`src/rtl/frame_pixel_unpacker_pkg.sv`:
```
// frame_pixel_unpacker_pkg
// Shared types and elaboration helpers for the pixel unpacker and its output slice.
//   calc_ppb       : pixels carried by one input beat (STREAM_WIDTH / PIXEL_WIDTH).
//   calc_idx_width : width of an index that counts 0..n-1, never narrower than 1 bit.
//   frame_event_e  : what the pixel currently leaving the beat register does to the frame.
package frame_pixel_unpacker_pkg;

    // EvAdvance     : ordinary pixel inside a frame.
    // EvFrameEnd    : last pixel of the frame count, arriving on a tlast beat.
    // EvMissingLast : frame count ends but the beat carries no tlast.
    // EvEarlyLast   : tlast beat ends before the frame count does.
    typedef enum logic [1:0] {
        EvAdvance,
        EvFrameEnd,
        EvMissingLast,
        EvEarlyLast
    } frame_event_e;

    function automatic int unsigned calc_ppb(input int unsigned stream_width,
                                             input int unsigned pixel_width);
        return stream_width / pixel_width;
    endfunction

    function automatic int unsigned calc_idx_width(input int unsigned n);
        return (n > 1) ? $clog2(n) : 1;
    endfunction

endpackage

```
`src/rtl/frame_pixel_unpacker_axis_output_register.sv`:
```
// frame_pixel_unpacker_axis_output_register
// One-entry AXI-Stream register slice carrying data plus tuser/tlast sideband.
// It accepts a new entry whenever it is empty or its current entry is being consumed,
// so it sustains one transfer per cycle.
// Ports:
//   clk, reset        : clock, synchronous active-high reset
//   in_valid/in_ready : upstream handshake
//   in_data/user/last : upstream payload
//   out_valid/ready   : downstream handshake
//   out_data/user/last: registered payload, held stable while stalled
module frame_pixel_unpacker_axis_output_register #(
    parameter int unsigned DATA_WIDTH = 16
) (
    input  logic                  clk,
    input  logic                  reset,
    input  logic                  in_valid,
    output logic                  in_ready,
    input  logic [DATA_WIDTH-1:0] in_data,
    input  logic                  in_user,
    input  logic                  in_last,
    output logic                  out_valid,
    input  logic                  out_ready,
    output logic [DATA_WIDTH-1:0] out_data,
    output logic                  out_user,
    output logic                  out_last
);

    assign in_ready = !out_valid || out_ready;

    always_ff @(posedge clk) begin
        if (reset) begin
            out_valid <= 1'b0;
            out_data  <= '0;
            out_user  <= 1'b0;
            out_last  <= 1'b0;
        end else if (in_valid && in_ready) begin
            out_valid <= 1'b1;
            out_data  <= in_data;
            out_user  <= in_user;
            out_last  <= in_last;
        end else if (out_ready) begin
            // Payload is kept; only the valid flag drops once the entry is taken.
            out_valid <= 1'b0;
        end
    end

endmodule

```
`src/rtl/frame_pixel_unpacker.sv`:
```
// frame_pixel_unpacker
// Splits wide AXI-Stream beats (PPB pixels each, pixel 0 in the LSBs) into one pixel per
// output beat. Output tuser marks the first pixel of a frame and tlast the last pixel of a
// line, both derived from internal x/y counters. A frame-length disagreement with the
// input tlast raises a one-cycle frameError alongside the offending pixel.
// Ports:
//   clk, reset                 : clock, synchronous active-high reset
//   s_axis_tvalid/tready       : input beat handshake
//   s_axis_tlast, s_axis_tdata : input end-of-frame marker and packed pixels
//   m_axis_tvalid/tready       : output pixel handshake
//   m_axis_tlast, m_axis_tuser : end-of-line, start-of-frame
//   m_axis_tdata               : output pixel
//   frameError                 : pulse with the first presentation of a mismatching pixel
// X_RESOLUTION must be a multiple of PPB and STREAM_WIDTH a multiple of PIXEL_WIDTH.
module frame_pixel_unpacker
    import frame_pixel_unpacker_pkg::*;
#(
    parameter int unsigned STREAM_WIDTH = 16,
    parameter int unsigned PIXEL_WIDTH  = 16,
    parameter int unsigned X_RESOLUTION = 128,
    parameter int unsigned Y_RESOLUTION = 128
) (
    input  logic                    clk,
    input  logic                    reset,
    input  logic                    s_axis_tvalid,
    output logic                    s_axis_tready,
    input  logic                    s_axis_tlast,
    input  logic [STREAM_WIDTH-1:0] s_axis_tdata,
    output logic                    m_axis_tvalid,
    input  logic                    m_axis_tready,
    output logic                    m_axis_tlast,
    output logic                    m_axis_tuser,
    output logic [PIXEL_WIDTH-1:0]  m_axis_tdata,
    output logic                    frameError
);

    localparam int unsigned PPB    = calc_ppb(STREAM_WIDTH, PIXEL_WIDTH);
    localparam int unsigned SLOT_W = calc_idx_width(PPB);
    localparam int unsigned X_W    = calc_idx_width(X_RESOLUTION);
    localparam int unsigned Y_W    = calc_idx_width(Y_RESOLUTION);

    localparam logic [SLOT_W-1:0] LAST_SLOT = SLOT_W'(PPB - 1);
    localparam logic [X_W-1:0]    X_MAX     = X_W'(X_RESOLUTION - 1);
    localparam logic [Y_W-1:0]    Y_MAX     = Y_W'(Y_RESOLUTION - 1);

    // Beat register
    logic [STREAM_WIDTH-1:0] beat_data;
    logic                    beat_valid;
    logic                    beat_last;
    logic [SLOT_W-1:0]       slot;

    // Frame position of the pixel at the current slot
    logic [X_W-1:0] x_cnt;
    logic [Y_W-1:0] y_cnt;

    logic                   out_in_ready;
    logic                   pix_move;
    logic                   last_slot;
    logic                   s_fire;
    logic [31:0]            pix_base;
    logic [PIXEL_WIDTH-1:0] pix_data;
    logic                   pix_user;
    logic                   pix_last;
    logic                   pix_error;
    frame_event_e           pix_event;

    // A pixel leaves the beat register whenever the output slice can take it.
    assign pix_move  = beat_valid && out_in_ready;
    assign last_slot = (slot == LAST_SLOT);
    assign s_fire    = s_axis_tvalid && s_axis_tready;

    // Refill on the same cycle the last slot drains, so beats run back-to-back.
    assign s_axis_tready = !beat_valid || (last_slot && pix_move);

    assign pix_base = 32'(slot) * PIXEL_WIDTH;
    assign pix_data = beat_data[pix_base +: PIXEL_WIDTH];

    always_comb begin
        pix_event = EvAdvance;
        if ((x_cnt == X_MAX) && (y_cnt == Y_MAX)) begin
            pix_event = (last_slot && beat_last) ? EvFrameEnd : EvMissingLast;
        end else if (last_slot && beat_last) begin
            pix_event = EvEarlyLast;
        end
    end

    assign pix_user  = (x_cnt == '0) && (y_cnt == '0);
    // An early tlast still closes the line so downstream sees a clean boundary.
    assign pix_last  = (x_cnt == X_MAX) || (pix_event == EvEarlyLast);
    assign pix_error = (pix_event == EvMissingLast) || (pix_event == EvEarlyLast);

    always_ff @(posedge clk) begin
        if (reset) begin
            beat_data  <= '0;
            beat_valid <= 1'b0;
            beat_last  <= 1'b0;
            slot       <= '0;
        end else if (s_fire) begin
            beat_data  <= s_axis_tdata;
            beat_valid <= 1'b1;
            beat_last  <= s_axis_tlast;
            slot       <= '0;
        end else if (pix_move) begin
            if (last_slot) begin
                beat_valid <= 1'b0;
                slot       <= '0;
            end else begin
                slot <= slot + SLOT_W'(1);
            end
        end
    end

    always_ff @(posedge clk) begin
        if (reset) begin
            x_cnt <= '0;
            y_cnt <= '0;
        end else if (pix_move) begin
            unique case (pix_event)
                EvAdvance: begin
                    if (x_cnt == X_MAX) begin
                        x_cnt <= '0;
                        y_cnt <= y_cnt + Y_W'(1);
                    end else begin
                        x_cnt <= x_cnt + X_W'(1);
                    end
                end
                EvFrameEnd, EvMissingLast, EvEarlyLast: begin
                    x_cnt <= '0;
                    y_cnt <= '0;
                end
                default: begin
                    x_cnt <= '0;
                    y_cnt <= '0;
                end
            endcase
        end
    end

    // Loaded together with the pixel, so it coincides with its first presentation and
    // drops on the next cycle even if that pixel is still stalled.
    always_ff @(posedge clk) begin
        if (reset) begin
            frameError <= 1'b0;
        end else begin
            frameError <= pix_move && pix_error;
        end
    end

    frame_pixel_unpacker_axis_output_register #(
        .DATA_WIDTH(PIXEL_WIDTH)
    ) u_out_reg (
        .clk      (clk),
        .reset    (reset),
        .in_valid (beat_valid),
        .in_ready (out_in_ready),
        .in_data  (pix_data),
        .in_user  (pix_user),
        .in_last  (pix_last),
        .out_valid(m_axis_tvalid),
        .out_ready(m_axis_tready),
        .out_data (m_axis_tdata),
        .out_user (m_axis_tuser),
        .out_last (m_axis_tlast)
    );

endmodule

```
`config.mk`:
```
export PLATFORM = sky130hd
export DESIGN_NAME = frame_pixel_unpacker
export DESIGN_NICKNAME = d
export VERILOG_FILES = /design/src/rtl/frame_pixel_unpacker_pkg.sv /design/src/rtl/frame_pixel_unpacker_axis_output_register.sv /design/src/rtl/frame_pixel_unpacker.sv
export SDC_FILE = /design/constraint.sdc
export NUM_CORES = 1
export LEC_CHECK = 0
export CORE_ASPECT_RATIO = 1.75
export CORE_MARGIN = 2
export CORE_UTILIZATION = 47
export DETAILED_ROUTE_END_ITERATION = 16
export DONT_BUFFER_PORTS = 1
export GPL_TIMING_DRIVEN = 1
export PLACE_DENSITY_LB_ADDON = 0.2
export SKIP_LAST_GASP = 1
export SYNTH_ARGS = -nofsm -noshare
export SYNTH_HDL_FRONTEND = slang
export SYNTH_HIERARCHICAL = 1
export SYNTH_SLANG_ARGS = --single-unit
```
`constraint.sdc`:
```
create_clock -name clk -period 2.2 [get_ports clk]
set_input_delay 0.11 -clock clk [delete_from_list [all_inputs] [get_ports clk]]
set_output_delay 0.11 -clock clk [all_outputs]
set_load 0.02 [all_outputs]
```
==> run summary <==
FLOORPLANNING
-------------------------------------------------------------------------------
CORE AREA                                                             5020 um^2
Height of the chip                                                     99.61 um
Cell Rows                                                                    34
Die outline width                                                      58.63 um
Die area                                                              5840 um^2
IO Pins                                                                      42
Initial Utilization                                                      48.90%

LAYOUT
-------------------------------------------------------------------------------
Post-layout nets                                                            305
Fillcell total                                                              468
Final design area excluding fillers                                   2758 um^2
Number of antenna diodes                                                      0
Synthesis-to-finish area growth                                          12.33%
Proportion of layout cells with a drive suffix above 1                   16.49%

PLACE
-------------------------------------------------------------------------------
Post-placement cell area                                              2411 um^2
Port buffer count                                                             0
Final RePlAce weighted congestion                                        0.7225
DP Wirelength                                                          3.076 mm

SYNTH
-------------------------------------------------------------------------------
Synth warnings                                                                6
Dominant cells by area after synthesis                             dfxtp_1 (42%), a21bo_1 (7.3%), nand2_1 (7.0%)
Register bit count reported by yosys                                         52
Netlist area before placement                                         2455 um^2
Synthesized net count                                                       291
Share of the yosys chip area belonging to registers                      42.41%
Primary FF master, synth                                                dfxtp_1
Number of library cell types mapped by synthesis                             44
Cell with the most instances after synthesis                            dfxtp_1
Area fraction of the dominant cell type after synthesis                  42.41%
Most common library cells after synthesis                          dfxtp_1 (52), nand2_1 (46), a21oi_1 (21), a21bo_1 (18), a21oi_2 (18)
Post-synthesis instance total                                               265
Post-synthesis cell type with the largest combined area                 dfxtp_1
Post-synth EDFFs                                                              0
Syn Area/Cell                                                        9.264 um^2
Asr flop ratio synth                                                         0%

SETUP PATH
-------------------------------------------------------------------------------
Setup crit end                                                     x_cnt[6]$_SDFFE_PP0P_
Start of the worst register-to-register path                       y_cnt[0]$_SDFFE_PP0P_
Worst-path fanout max                                                         6
FF-to-FF End                                                       x_cnt[6]$_SDFFE_PP0P_
Cells on worst reg2reg path                                                   8
Critical path startpoint                                           y_cnt[0]$_SDFFE_PP0P_
Required time of the worst setup path                                   2.40 ns
Critical Path End Type                                                 register
WP data arrival                                                         2.13 ns
R2r setup slk                                                           0.27 ns
Setup CP Type                                                           reg2reg
Crit start category                                                    register

POWER
-------------------------------------------------------------------------------
Pwr/cell area                                                      703.0 nW/um^2
Switching share of total power                                           22.83%
Internal power contribution                                          0.001496 W
Static power due to leakage                                           0.9932 nW
IR drop worst, VDD                                                    0.4095 mV
Relative contribution of the clock network to total power                 39.3%
Comb power frac                                                            8.9%
Net Switching                                                       0.0004426 W
Share of power burned in registers                                        51.8%
Power Total                                                          0.001939 W

CLOCK NETWORK
-------------------------------------------------------------------------------
Count of instances resized after the clock tree is built                      0
CTS clk-pin slew, worst paths                                           0.09 ns
Total clock buffers created by CTS                                            5
Root buffer selected by CTS                                            clkbuf_8
Buffer levels on the longest clock path                                       2
TritonCTS sink count                                                         52
Clock latency reported for the late side of the worst-skew pair         0.30 ns
Depth of the CTS H-tree                                                       2
Hold-fix buffers at CTS                                                      20
Setup Buffers After CTS                                                       0
Clock tree from TritonCTS                                                  done

JOB
-------------------------------------------------------------------------------
Max cap viols                                                                 0

GLOBAL ROUTING
-------------------------------------------------------------------------------
First-pass GRT wire length                                             8.328 mm
Number of global-route vias before repair                                  1776
Largest net degree at the start of global routing                            52
Overall overflow remaining after global route                                 0
Antenna violations before repair                                              0
Overall Global Routing Usage                                             18.12%

TIMING
-------------------------------------------------------------------------------
Setup TNS Final                                                            0 ns
Worst max-slew margin expressed relative to the limit                    58.34%
Count of final hold-check violations                                          0
Slew at the pin closest to its max-slew limit                         0.6250 ns
Top achievable clock speed                                            519.1 MHz
Skew final                                                          0.007372 ns
Fraction of the cycle the final worst path needs                         87.56%
Count of endpoints failing setup in the final report                          0
Smallest hold slack                                                  0.07005 ns
Max-slew violations                                                           0
Unrepaired setup endpoints after global routing                              no
Post-route minimum period                                              1.926 ns

RUN STATUS
-------------------------------------------------------------------------------
Violated checks                                                             DRC
Run status                                                         finished, violations left

ROUTING
-------------------------------------------------------------------------------
Sum of routed wire length over all layers                              4.918 mm
Count of TritonRoute iterations in the first routing pass                    11
DRC viols                                                                     5
DR vias                                                                    1844
Antenna Violating Nets Remaining                                              0
Via-per-instance ratio                                                    5.538
Number of DRC markers after the initial detailed-route iteration            156
Avg WL per Cell                                                        14.77 um

HOLD PATH
-------------------------------------------------------------------------------
Worst min-delay path class                                               in2reg
Critical hold path startpoint                                             reset

-- per-stage QoR --
stage,setup slack [ns],utilization [%],instances
global placement,0.3561,48.03,306
detailed placement,0.2911,48.03,306
CTS,0.2632,54.94,333
global route,0.03046,54.94,333
finish,0.2736,54.94,333
floorplan,0.3102,-,265
-- logic make-up (layout without fill, tap and decap cells) --
| logic type | Yosys count | after routing | share of synthesized area (%) |
|---|---|---|---|
| simple gates | 97 | 97 | 20.59 |
| fa+ha+maj | 5 | 5 | 2.548 |
| buf+inv | 32 | 46 | 8.359 |
| flops | 52 | 52 | 42.41 |
| compound gates | 74 | 74 | 24.31 |
| xor+xnor | 5 | 5 | 1.784 |
-- cell usage in the layout, fill, tap and decap left out, types with 2 or more instances in the layout --
| master | netlist | layout |
|---|---|---|
| nand3_1 | 16 | 16 |
| inv_1 | 13 | 13 |
| buf_4 | 1 | 6 |
| nor2_1 | 8 | 8 |
| a211o_1 | 3 | 3 |
| ha_1 | 5 | 5 |
| a21bo_1 | 18 | 18 |
| o41ai_1 | 2 | 2 |
| dlygate4sd3_1 | 0 | 19 |
| nand3_2 | 8 | 8 |
| nand2b_1 | 2 | 2 |
| clkbuf_8 | 2 | 5 |
| nand4_1 | 2 | 2 |
| nor4b_1 | 2 | 2 |
| a21oi_2 | 18 | 18 |
| bufinv_16 | 0 | 2 |
| and3_1 | 2 | 2 |
| o21ai_0 | 3 | 3 |
| dfxtp_1 | 52 | 52 |
| or3_1 | 2 | 2 |
| nand2_1 | 46 | 46 |
| a21oi_1 | 21 | 21 |
| xor2_1 | 4 | 4 |
| and2_1 | 2 | 2 |
-- state kept, by name, summed over array words and instances, names as in the netlist --
register,flops
u_out_reg/out_user,1
u_out_reg/out_data,16
x_cnt,7
u_out_reg/out_last,1
beat_valid,1
u_out_reg/out_valid,1
frameError,1
beat_last,1
beat_data,16
y_cnt,7
-- worst min path at each step --
stage / cells past startpoint / end / slack [ns]
after floorplan: 2 / beat_valid$_SDFFE_PP0P_ / 0.24
final: 2 / x_cnt[0]$_SDFFE_PP0P_ / 0.07
after detailed placement: 1 / u_out_reg/out_user$_SDFFE_PP0P_ / 0.18
after global routing: 2 / x_cnt[2]$_SDFFE_PP0P_ / 0.09
after global placement: 1 / u_out_reg/out_data[9]$_SDFFE_PP0P_ / 0.18
after CTS: 2 / x_cnt[0]$_SDFFE_PP0P_ / 0.07
-- critical path, cell delays in order, from the launching register on --
cell,delay [ns]
dfxtp_1,0.38
ha_1,0.18
nand3_1,0.12
nor3_1,0.29
nand3_1,0.13
ha_1,0.22
o21ai_0,0.09
a21o_1,0.23
o21ba_2,0.18
-- power groups by stage --
stage	combinational [W]	clock [W]	sequential, W
floorplan	0.000129	0	0.00102
global placement	0.000121	0	0.00103
detailed placement	0.000122	0	0.00103
CTS	0.000174	0.000779	0.00101
global route	0.000192	0.000816	0.00101
finish	0.000173	0.000761	0.00101
-- cell type report --
class / count / area, um^2 / area share [%]
Timing Repair Buffer: 26 / 262.8 / 9.528
Clock buffer: 5 / 68.82 / 2.495
Multi-Input combinational cell: 181 / 1209 / 43.83
Sequential cell: 52 / 1041 / 37.75
Inverter: 13 / 48.80 / 1.770
Clock inverter: 2 / 60.06 / 2.178
Tap cell: 54 / 67.56 / 2.450
-- metal layers --
| metal | up-vias | track usage [%] | wire length, um |
|---|---|---|---|
| met1 | 875 | 22.28 | 2146 |
| met4 | 0 | 6.294 | 76 |
| met2 | 36 | 30.60 | 2481 |
| met5 | - | 0 | 0 |
| met3 | 7 | 3.901 | 213 |
| li1 | 926 | - | - |
(Power assumes the default switching activity.)
